===== src/rtl/mic_packet_tx.sv =====
// mic_packet_tx: queues 32-bit mu-law words from the mic packer and serializes each as a
// 40-bit {HDR, word} packet on an arbiter grant. Optional feature macro: MICTX_SILENCE_PAD_EN.
module mic_packet_tx #(
    parameter int         DEPTH    = 4,
    parameter logic [7:0] HDR      = 8'hC0,
    parameter int         GAP_BITS = 4
) (
    input  logic                    i_clk,
    input  logic                    i_rst,
    input  logic                    i_record_active,
    input  logic [31:0]             i_mic_data,
    input  logic                    i_mic_data_valid,
    output logic                    o_mic_data_retrieved,
    input  logic                    i_slot_grant,
    input  logic                    i_bit_en,
    output logic                    o_tx_req,
    output logic                    o_tx_data,
    output logic                    o_tx_frame,
    output logic [$clog2(DEPTH):0]  o_fifo_level,
    output logic [7:0]              o_drop_cnt
);
    localparam int AW = $clog2(DEPTH);
    localparam logic [AW:0] FULL_LEVEL = DEPTH[AW:0];
    localparam logic [5:0]  LAST_BIT   = 6'd39;
    localparam logic [7:0]  GAP_LAST   = 8'(GAP_BITS - 1);

    // state     | meaning
    // S_IDLE    | line idle, waiting for queued data
    // S_WAIT    | tx_req up, waiting for slot_grant
    // S_SEND    | shifting out the 40 packet bits
    // S_GAP     | idle line for GAP_BITS bit times
    localparam logic [1:0] S_IDLE = 2'd0;
    localparam logic [1:0] S_WAIT = 2'd1;
    localparam logic [1:0] S_SEND = 2'd2;
    localparam logic [1:0] S_GAP  = 2'd3;

    logic [31:0]   r_mem [DEPTH];
    logic [AW-1:0] r_wr_ptr;
    logic [AW-1:0] r_rd_ptr;
    logic [AW:0]   r_level;
    logic          r_retrieved;
    logic [7:0]    r_drop_cnt;
    logic [1:0]    r_state;
    logic [39:0]   r_shift;
    logic [5:0]    r_bit_cnt;
    logic [7:0]    r_gap_cnt;
    logic          r_tx_req;
    logic          r_tx_frame;

    logic          w_empty;
    logic          w_full;
    logic          w_capture;
    logic          w_load;
    logic          w_pop;
    logic          w_push;
    logic          w_drop;
    logic          w_start;
    logic [31:0]   w_payload;

    assign w_empty   = (r_level == '0);
    assign w_full    = (r_level == FULL_LEVEL);
    assign w_capture = i_record_active && i_mic_data_valid && !r_retrieved;
    assign w_load    = (r_state == S_WAIT) && i_record_active && i_slot_grant;
    assign w_pop     = w_load && !w_empty;
    // a pop on the same edge frees the slot, so a full FIFO still accepts the word
    assign w_push    = w_capture && (!w_full || w_pop);
    assign w_drop    = w_capture && w_full && !w_pop;

`ifdef MICTX_SILENCE_PAD_EN
    assign w_payload = w_empty ? 32'hFFFF_FFFF : r_mem[r_rd_ptr];
    assign w_start   = i_record_active;
`else
    assign w_payload = r_mem[r_rd_ptr];
    assign w_start   = i_record_active && !w_empty;
`endif

    always_ff @(posedge i_clk) begin
        if (w_push) r_mem[r_wr_ptr] <= i_mic_data;
    end

    always_ff @(posedge i_clk) begin
        if (i_rst) begin
            r_wr_ptr    <= '0;
            r_rd_ptr    <= '0;
            r_level     <= '0;
            r_retrieved <= 1'b0;
            r_drop_cnt  <= '0;
        end else begin
            r_retrieved <= w_capture;
            if (!i_record_active) begin
                r_wr_ptr <= '0;
                r_rd_ptr <= '0;
                r_level  <= '0;
            end else begin
                if (w_push) r_wr_ptr <= r_wr_ptr + 1'b1;
                if (w_pop)  r_rd_ptr <= r_rd_ptr + 1'b1;
                if (w_push && !w_pop)      r_level <= r_level + 1'b1;
                else if (!w_push && w_pop) r_level <= r_level - 1'b1;
            end
            if (w_drop && r_drop_cnt != 8'hFF) r_drop_cnt <= r_drop_cnt + 8'd1;
        end
    end

    always_ff @(posedge i_clk) begin
        if (i_rst) begin
            r_state    <= S_IDLE;
            r_shift    <= '0;
            r_bit_cnt  <= '0;
            r_gap_cnt  <= '0;
            r_tx_req   <= 1'b0;
            r_tx_frame <= 1'b0;
        end else begin
            case (r_state)
                S_IDLE: begin
                    if (w_start) begin
                        r_state  <= S_WAIT;
                        r_tx_req <= 1'b1;
                    end
                end
                S_WAIT: begin
                    if (!i_record_active) begin
                        r_state  <= S_IDLE;
                        r_tx_req <= 1'b0;
                    end else if (i_slot_grant) begin
                        r_shift    <= {HDR, w_payload};
                        r_bit_cnt  <= LAST_BIT;
                        r_tx_req   <= 1'b0;
                        r_tx_frame <= 1'b1;
                        r_state    <= S_SEND;
                    end
                end
                S_SEND: begin
                    // 40 shifts leave the register all-zero, so tx_data idles low
                    if (i_bit_en) begin
                        r_shift <= {r_shift[38:0], 1'b0};
                        if (r_bit_cnt == '0) begin
                            r_tx_frame <= 1'b0;
                            r_gap_cnt  <= GAP_LAST;
                            r_state    <= S_GAP;
                        end else begin
                            r_bit_cnt <= r_bit_cnt - 6'd1;
                        end
                    end
                end
                S_GAP: begin
                    if (i_bit_en) begin
                        if (r_gap_cnt == '0) r_state <= S_IDLE;
                        else                 r_gap_cnt <= r_gap_cnt - 8'd1;
                    end
                end
                default: r_state <= S_IDLE;
            endcase
        end
    end

    assign o_mic_data_retrieved = r_retrieved;
    assign o_tx_req             = r_tx_req;
    assign o_tx_data            = r_shift[39];
    assign o_tx_frame           = r_tx_frame;
    assign o_fifo_level         = r_level;
    assign o_drop_cnt           = r_drop_cnt;
endmodule

===== config.mk =====
export PLATFORM = sky130hd
export DESIGN_NAME = mic_packet_tx
export DESIGN_NICKNAME = d
export VERILOG_FILES = /design/src/rtl/mic_packet_tx.sv
export SDC_FILE = /design/constraint.sdc
export NUM_CORES = 1
export LEC_CHECK = 0
export ABC_CLOCK_PERIOD_IN_PS = 5400
export BUFFER_PORTS_ARGS = -buffer_cell sky130_fd_sc_hd__buf_2
export CORE_MARGIN = 10
export CORE_UTILIZATION = 37
export CTS_BUF_LIST = sky130_fd_sc_hd__clkbuf_8
export DETAILED_ROUTE_END_ITERATION = 7
export SYNTH_ARGS = -nofsm -noshare
export SYNTH_HDL_FRONTEND = slang
export SYNTH_SLANG_ARGS = --single-unit
export TNS_END_PERCENT = 20

===== constraint.sdc =====
create_clock -name i_clk -period 5.4 [get_ports i_clk]
set_clock_uncertainty 0.2 [all_clocks]
set_input_delay 0.54 -clock i_clk [delete_from_list [all_inputs] [get_ports i_clk]]
set_output_delay 0.54 -clock i_clk [all_outputs]
set_load 0.02 [all_outputs]

# Word level (Yosys, flattened, before mapping)
# Memories as Yosys holds them, arrays and structs flattened. A register that Yosys moved wholly into a read port is not among the register bits.
# Index checks and enable logic that the tools add are counted.
# op_classes
add_sub_neg,7
n_eq_ne,15
muxes,37
bitwise_logic,1
reduce_logical,33
# op_table
cell,count
$mux W40,3
$pmux W40 S2,1
$mux W8,4
$mux W6,4
$mux W2,9
$ne A2 B2 Y1 const B,9
$pmux W8 S2,1
$reduce_and A5 Y1,3
$logic_and A1 B1 Y1,12
$pmux W6 S2,1
$mux W1,9
$add A8 B1 Y8 const B,1
$logic_not A8 Y1,1
$ne A8 B8 Y1 const B,1
$pmux W2 S4,1
$reduce_bool A2 Y1,4
$sub A8 B1 Y8 const B,1
$logic_not A6 Y1,1
$mux W3,2
$reduce_and A6 Y1,1
$sub A6 B1 Y6 const B,1
$logic_not A1 Y1,5
$add A2 B1 Y2 const B,2
$eq A2 B2 Y1 const B,2
13 further kinds,14
# word_totals
register_bits,74
ram_bits,128
inputBits,38
output_inout_bits,15
word_cells,105
memories,1
# mem_list
memory,depth,word_bits,rd,rd_ports_with_merged_regs,write_ports,line,source
r_mem,4,32,1,1,1,37,logic [31:0] r_mem [DEPTH];

# Longest topological paths before layout
# Gate-level depths: netlist of run 1.
# logic_depth
depth_word,10
mapped_depth,9
mapped_depth_nobuf,8

# Worst setup path after synthesis of run 1
# Ideal clock, no wire load.
# synth_timing
path_type,input -> register
start,input port i_record_active
end,register r_level[2] (netlist: o_fifo_level[2])
setup_time_ns,0.070
t_arrival_ns,2.273
required_ns,5.130
slack_ns,2.857
path_stages,8
n_path_buf,0
path_cell_list,nand4b_1 > a31oi_2 > ha_1 > inv_1 > fa_1 > xor2_1 > or3_1 > a21oi_1
# synth_between
elab_chain_len,8
elab_cells_between_ends,15
classes_between,mux: 1; bitwise: 1; reduce/logical: 13
# synth_lines
element,line,source
"start, declared",10,"input logic i_record_active,"
$logic_and A1 B1 Y1 (2 in series),63,assign w_load = (r_state == S_WAIT) && i_record_active && i_slot_grant;
$logic_and A1 B1 Y1,64,assign w_pop = w_load && !w_empty;
$logic_or A1 B1 Y1,66,assign w_push = w_capture && (!w_full || w_pop);
$logic_and A1 B1 Y1,66,
$logic_not A1 Y1,98,else if (!w_push && w_pop) r_level <= r_level - 1'b1;
$logic_and A1 B1 Y1,98,
$reduce_bool A2 Y1 (no line),n/a,
"end signal, assigned",97,if (w_push && !w_pop) r_level <= r_level + 1'b1;
"end signal, assigned",98,
"end, declared",40,logic [AW:0] r_level;
# Parallel ways exist; a longest one is shown, timed or not.
# A chain may end at the register's enable or synchronous reset.

# Worst setup path after layout of run 1
# layout_timing
start,register r_state[0]
end,register r_level[2] (netlist: o_fifo_level[2])
# layout_between
elab_chain_len,9
elab_cells_between_ends,12
classes_between,eq/ne: 1; mux: 1; reduce/logical: 10
# layout_lines
element,line,source
"start, declared",43,logic [1:0] r_state;
"start signal, assigned",106,r_state <= S_IDLE;
"start signal, assigned",116,r_state <= S_WAIT;
"start signal, assigned",122,r_state <= S_IDLE;
$eq A2 B1 Y1 *,63,
$logic_and A1 B1 Y1 * (2 in series),63,
$logic_and A1 B1 Y1 *,64,
$logic_or A1 B1 Y1,66,
$logic_and A1 B1 Y1,66,
$logic_not A1 Y1,98,
$logic_and A1 B1 Y1,98,
$reduce_bool A2 Y1 (no line),n/a,
# Every way passes the cells marked *; elsewhere a longest branch is shown, timed or not.

==> results.cfg, run 1 <==
[timing]
slew_viol_final = 0
min_period_ns = 2.99
rsz0062_at_grt = false
max_slew_margin = 0.397
max_freq_mhz = 334
setup_tns_ns = 0
fin_ws_ns = 2.41
fin_crit_sh = 0.554
setup_viol = 0
final_hold_viol_count = 0
tightest_slew_ns = 0.904

[final_layout]
drive_gt1_frac = 0.225
syn_to_final_growth_pct = 15.4
final_common_cell = edfxtp_1
layout_common_cells = edfxtp_1 (128), dfxtp_1 (74), nor2_1 (55)
num-fill-cells = 1974
regArea_um2 = 5370
multiInputGateArea_um2 = 2570
fin_nets = 703
diodes = 0

[min_path]
hold_path.class = input pin to register

[pwr]
p_per_area_nw_per_um2 = 327
total_leakage_power_nw = 3.26
power_frac_seq = 0.552
irDropWorstVdd_mv = 0.284
p_sw_frac = 0.226
switching_power_uw = 690
clockPowerShare = 0.410
p_int_mw = 2.37
power_frac_comb = 0.037

[clock_network]
cts.clk_slew.worst_paths_ns = 0.06
clk_latency_ns = 0.53
cts_tree = built
cts_setup_buffers = 0
clkSinkCount = 204
cts_buffers = 36
clockRootBuffer = clkbuf_8
cts_max_path_buffers = 3
htreeDepth = 2

[yosys]
avgSynthCellArea_um2 = 13.9
synth_top_cell_by_area = edfxtp_1
ys_seq_elements = 204
ys.flop_type = edfxtp_1
ys_top_cells_by_area = edfxtp_1 (47%), dfxtp_1 (19%), mux4_2 (8.9%)
syn_area_um2 = 8110
syn_nets = 633
yosys_warnings = 0
synthCells = 584
synth_edf_count = 128
synth_top_area_share = 0.474
yosysSeqAreaShare = 0.662
synth_cell_types = 54
async_flop_share = 0

[global_routing]
grt_pass1_vias = 5280
grt_max_degree = 64
grt_overflow = 0
antenna_found_initial = 0
grt_usage = 0.116
grt_pass1_wl_um = 27000

[drt]
routed_wl_um = 16400
drt_first_iter_violations = 364
antenna_left = 0
drc = 0
dr.pass1.iters = 4
wl_per_cell_um = 17.1
num_vias = 5048
viasPerCell = 5.26

[setup_path]
crit_slowest_cell = dfxtp_1
path_delay_family = adder cells
end_kind = register
cpPeakStageDelay_ns = 0.62
crit_chain = nand4b_1, a31oi_2, ha_1, inv_1, fa_1, xor2_1, or3_1, a21oi_1
critPathBufInv = 1
path_class = register to register
worstSetupStartpointType = register
required_ns = 5.65
cp.arrival_ns = 3.24
path_max_fanout = 16

[job]
maxCapViolations = 0

[floorplanning]
die_y_um = 168
die_area_um2 = 28200
die_w_um = 168
core_area_um2 = 21700
rows = 54
start_util = 0.374
ios = 53

[place]
dp_slack_ns = 2.40
portBuffers = 52
hpwl_um = 9540
gp_congestion = 0.736

[run_status]
status = finished, final reports clean
==> state kept, by name, indices dropped and copies added (netlist names), named ones only <==
name / cells
o_drop_cnt: 8
o_fifo_level: 3
o_mic_data_retrieved: 1
o_tx_frame: 1
o_tx_req: 1
r_bit_cnt: 6
r_gap_cnt: 8
r_mem: 128
r_rd_ptr: 2
r_shift: 40
r_state: 1
r_wr_ptr: 2
==> per-stage QoR <==
stage	total power [mW]	instances	utilization	instance area, µm²	hold slack [ns]
floorplan	1.79	584	-	8110	0.258
global placement	1.83	890	0.399	8660	0.272
detailed placement	1.84	890	0.399	8660	0.286
CTS	3.10	960	0.432	9360	0.00283
global route	3.19	960	0.432	9360	0.00689
finish	3.06	960	0.432	9360	0.0294
==> routing by layer <==
| layer | vias up | GRT usage | wire (µm) |
|---|---|---|---|
| met2 | 113 | 0.200 | 8340 |
| met1 | 2511 | 0.136 | 6990 |
| met5 | - | 0 | 0 |
| met4 | 0 | 0.0413 | 331 |
| met3 | 30 | 0.0305 | 772 |
| li1 | 2394 | - | - |
==> cell usage after synthesis, types with 7 or more instances <==
cell type  instances
a211oi_1          36
a21oi_1           54
a22oi_1            7
buf_2              8
clkbuf_1          24
dfxtp_1           76
edfxtp_1         128
ha_1              10
inv_1             10
mux4_2            32
nand2_1           36
nand3_1           10
nor2_1            56
or4_1              7
==> final timing paths <==
kind | slack, ns | endpoint | cells after the start | from
setup / recovery | 2.41 | o_fifo_level[2]$_SDFFE_PP0P_ | 8 | r_state[0]$_SDFFE_PP0P_
hold / removal | 0.03 | r_mem[0][3]$_DFFE_PP_ | 1 | i_mic_data[3]
setup reg to reg | 2.41 | o_fifo_level[2]$_SDFFE_PP0P_ | 8 | r_state[0]$_SDFFE_PP0P_
hold reg to reg | 0.30 | o_drop_cnt[6]$_SDFFE_PP0P_ | 2 | o_drop_cnt[6]$_SDFFE_PP0P_
==> repair_timing <==
item                                   4_1_cts  5_1_grt
endpoints found under the hold margin       21        0
gates resized for setup                      0        0
hold buffers                                 6        0
==> cell type report <==
class,instances,share of cell area
clock inverters,27,0.0143
inverters,10,0.00401
clock buffers,37,0.0544
repair buffers,67,0.0414
flip-flops and latches,204,0.573
multi-input cells,335,0.275
well taps,280,0.0374
==> cells by family after synthesis <==
kind of cell | after synthesis | share of synthesized area
fa+ha+maj | 11 | 0.0179
simple gates | 155 | 0.0958
mux | 34 | 0.0914
xor+xnor | 8 | 0.00864
flops | 204 | 0.662
buf+inv | 45 | 0.0221
compound gates | 127 | 0.102
==> power groups by stage <==
stage	Clock (mW)	Sequential [mW]	Combinational, mW
6_report	1.26	1.69	0.114
4_1_cts	1.30	1.69	0.116
3_3_place_gp	0	1.72	0.107
3_5_place_dp	0	1.72	0.112
5_1_grt	1.37	1.69	0.128
2_1_floorplan	0	1.72	0.0658
Note: power is estimated with default switching activity, not from simulation.
==> inputs of run 2 (changes only) <==
Settings changed: ABC_CLOCK_PERIOD_IN_PS 5400 to 3100.
Clock period 5.4 ns to 3.1 ns, I/O delays scaled along.
==> results.cfg, run 2 (synthesized netlist as in run 1, its figures left out) <==
[final_layout]
largest_reg_flops = 128
fin_nets = 739
syn_to_final_growth_pct = 20.3
final_common_cell = edfxtp_1
layout_common_cells = edfxtp_1 (128), dfxtp_1 (75), nor2_1 (55)
top_register = r_mem
reg_top3 = r_mem: 128 flops, r_shift: 40 flops
drive_gt1_frac = 0.225
diodes = 0
utilization = 0.450

[clock_network]
clockRootBuffer = clkbuf_8
cts_tree = built
clkSinkCount = 204
cts.repair.resized = 0
htreeDepth = 2
cts_max_path_buffers = 3
cts.clk_slew.worst_paths_ns = 0.06
cts_buffers = 35
clk_latency_ns = 0.52

[pwr]
p_per_area_nw_per_um2 = 566
irDropWorstVdd_mv = 0.494
total_leakage_power_nw = 3.41

[global_routing]
grt_pass1_vias = 5329
grt_overflow = 0
grt_pass1_wl_um = 27500
grt_max_degree = 46
antenna_found_initial = 0
grt_usage = 0.117

[floorplanning]
core_area_um2 = 21700
ios = 53
die_area_um2 = 28200
die_y_um = 168
rows = 54
start_util = 0.374
die_w_um = 168

[run_status]
status = finished, final reports clean

[drt]
drt_first_iter_violations = 356
dr.pass1.iters = 8
viasPerCell = 5.16
drc = 0
antenna_left = 0
routed_wl_um = 16600
num_vias = 5135
wl_per_cell_um = 16.7

[timing]
rsz0062_at_grt = false
setup_viol = 0
slew_viol_final = 0
fin_crit_sh = 0.930
tightest_slew_ns = 0.639
final_hold_viol_count = 0
setup_tns_ns = 0
max_slew_margin = 0.574
min_period_ns = 2.88
max_freq_mhz = 347

[setup_path]
crit_chain = dlygate4sd3_1, buf_2, nand4b_1, a31oi_2, ha_1, inv_1, fa_1, xor2_1, or3_1, a21oi_1
required_ns = 3.33
worst-r2r-cell-count = 8
crit_end = o_fifo_level[2]$_SDFFE_PP0P_
worstSetupStartpointType = input pin
cpPeakStageDelay_ns = 0.52
r2r_slack_ns = 0.37
cp.arrival_ns = 3.11
startpoint = i_record_active
path_class = input pin to register
path_max_fanout = 8
end_kind = register
rr_endpoint = o_fifo_level[2]$_SDFFE_PP0P_
crit_slowest_cell = dlygate4sd3_1

[min_path]
hold_path.class = input pin to register

[place]
hpwl_um = 9650
gp_congestion = 0.754
portBuffers = 52

[job]
maxCapViolations = 0
## run 2: cell types whose count changed in the layout (fill, tap and decap cells not counted), moves of 2 or more
cell / previous run / this run
buf_4: 9 / 14
clkinv_1: 3 / 7
inv_1: 29 / 20
clkinv_8: 2 / 0
clkbuf_8: 37 / 40
dlygate4sd3_1: 6 / 38
inv_8: 0 / 2
## run 2: worst min path at each step
| stage | to | slack (ns) | start | depth (start not counted) |
|---|---|---|---|---|
| 2_1_floorplan | r_mem[0][0]$_DFFE_PP_ | 0.21 | i_mic_data[0] | 0 |
| 3_3_place_gp | r_shift[38]$_SDFFE_PP0P_ | 0.27 | r_shift[38]$_SDFFE_PP0P_ | 2 |
| 3_5_place_dp | o_tx_frame$_SDFFE_PP0P_ | 0.28 | o_tx_frame$_SDFFE_PP0P_ | 2 |
| 4_1_cts | r_bit_cnt[5]$_SDFFE_PP0P_ | 0.06 | i_slot_grant | 3 |
| 5_1_grt | r_bit_cnt[5]$_SDFFE_PP0P_ | 0.11 | i_slot_grant | 3 |
| 6_report | r_bit_cnt[5]$_SDFFE_PP0P_ | 0.08 | i_slot_grant | 3 |
## run 2: final cells by class
class / instances / area, µm²
Fill cell: 1946 / 11900
Sequential cell: 204 / 5370
Multi-Input combinational cell: 335 / 2570
Timing Repair Buffer: 104 / 746
Clock buffer: 40 / 551
Tap cell: 280 / 350
Clock inverter: 23 / 134
Inverter: 10 / 37.5
## run 2: power by group
group / total [mW] / switching (mW) / leakage [nW] / internal, mW
Sequential: 2.94 / 0.0160 / 1.77 / 2.93
Combinational: 0.234 / 0.127 / 1.25 / 0.107
Clock: 2.35 / 1.07 / 0.386 / 1.28
## run 2: critical path: cells and delay by family
family / cells / cell delay [ns]
AND/OR/NAND/NOR: 2 / 0.57
adder cells (fa/ha/maj): 2 / 0.66
XOR/XNOR: 1 / 0.16
AO/OA/AOI/OAI: 2 / 0.66
buffers and inverters: 3 / 0.76
## run 2: through the flow
step | cell area [µm²] | std cells | total power, mW | hold WS (ns) | setup slack, ns
final | 9750 | 996 | 5.52 | 0.0841 | 0.218
after global routing | 9750 | 996 | 5.75 | 0.105 | 0.0853
after CTS | 9750 | 996 | 5.60 | 0.0577 | 0.254
after detailed placement | 8690 | 895 | 3.20 | 0.278 | 0.260
after global placement | 8690 | 895 | 3.19 | 0.272 | 0.419
after floorplan | 8110 | 584 | 3.11 | 0.209 | 0.659
## run 2: layer usage
layer / GRT usage / part of all wire
met3: 0.0277 / 0.046
met5: 0 / 0
met2: 0.188 / 0.48
met1: 0.153 / 0.45
met4: 0.0405 / 0.016
## run 2: timing repair
item / CTS / global route
hold buffers: 38 / 0
setup buffers: 0 / 0
hold endpoints to repair: 133 / 0
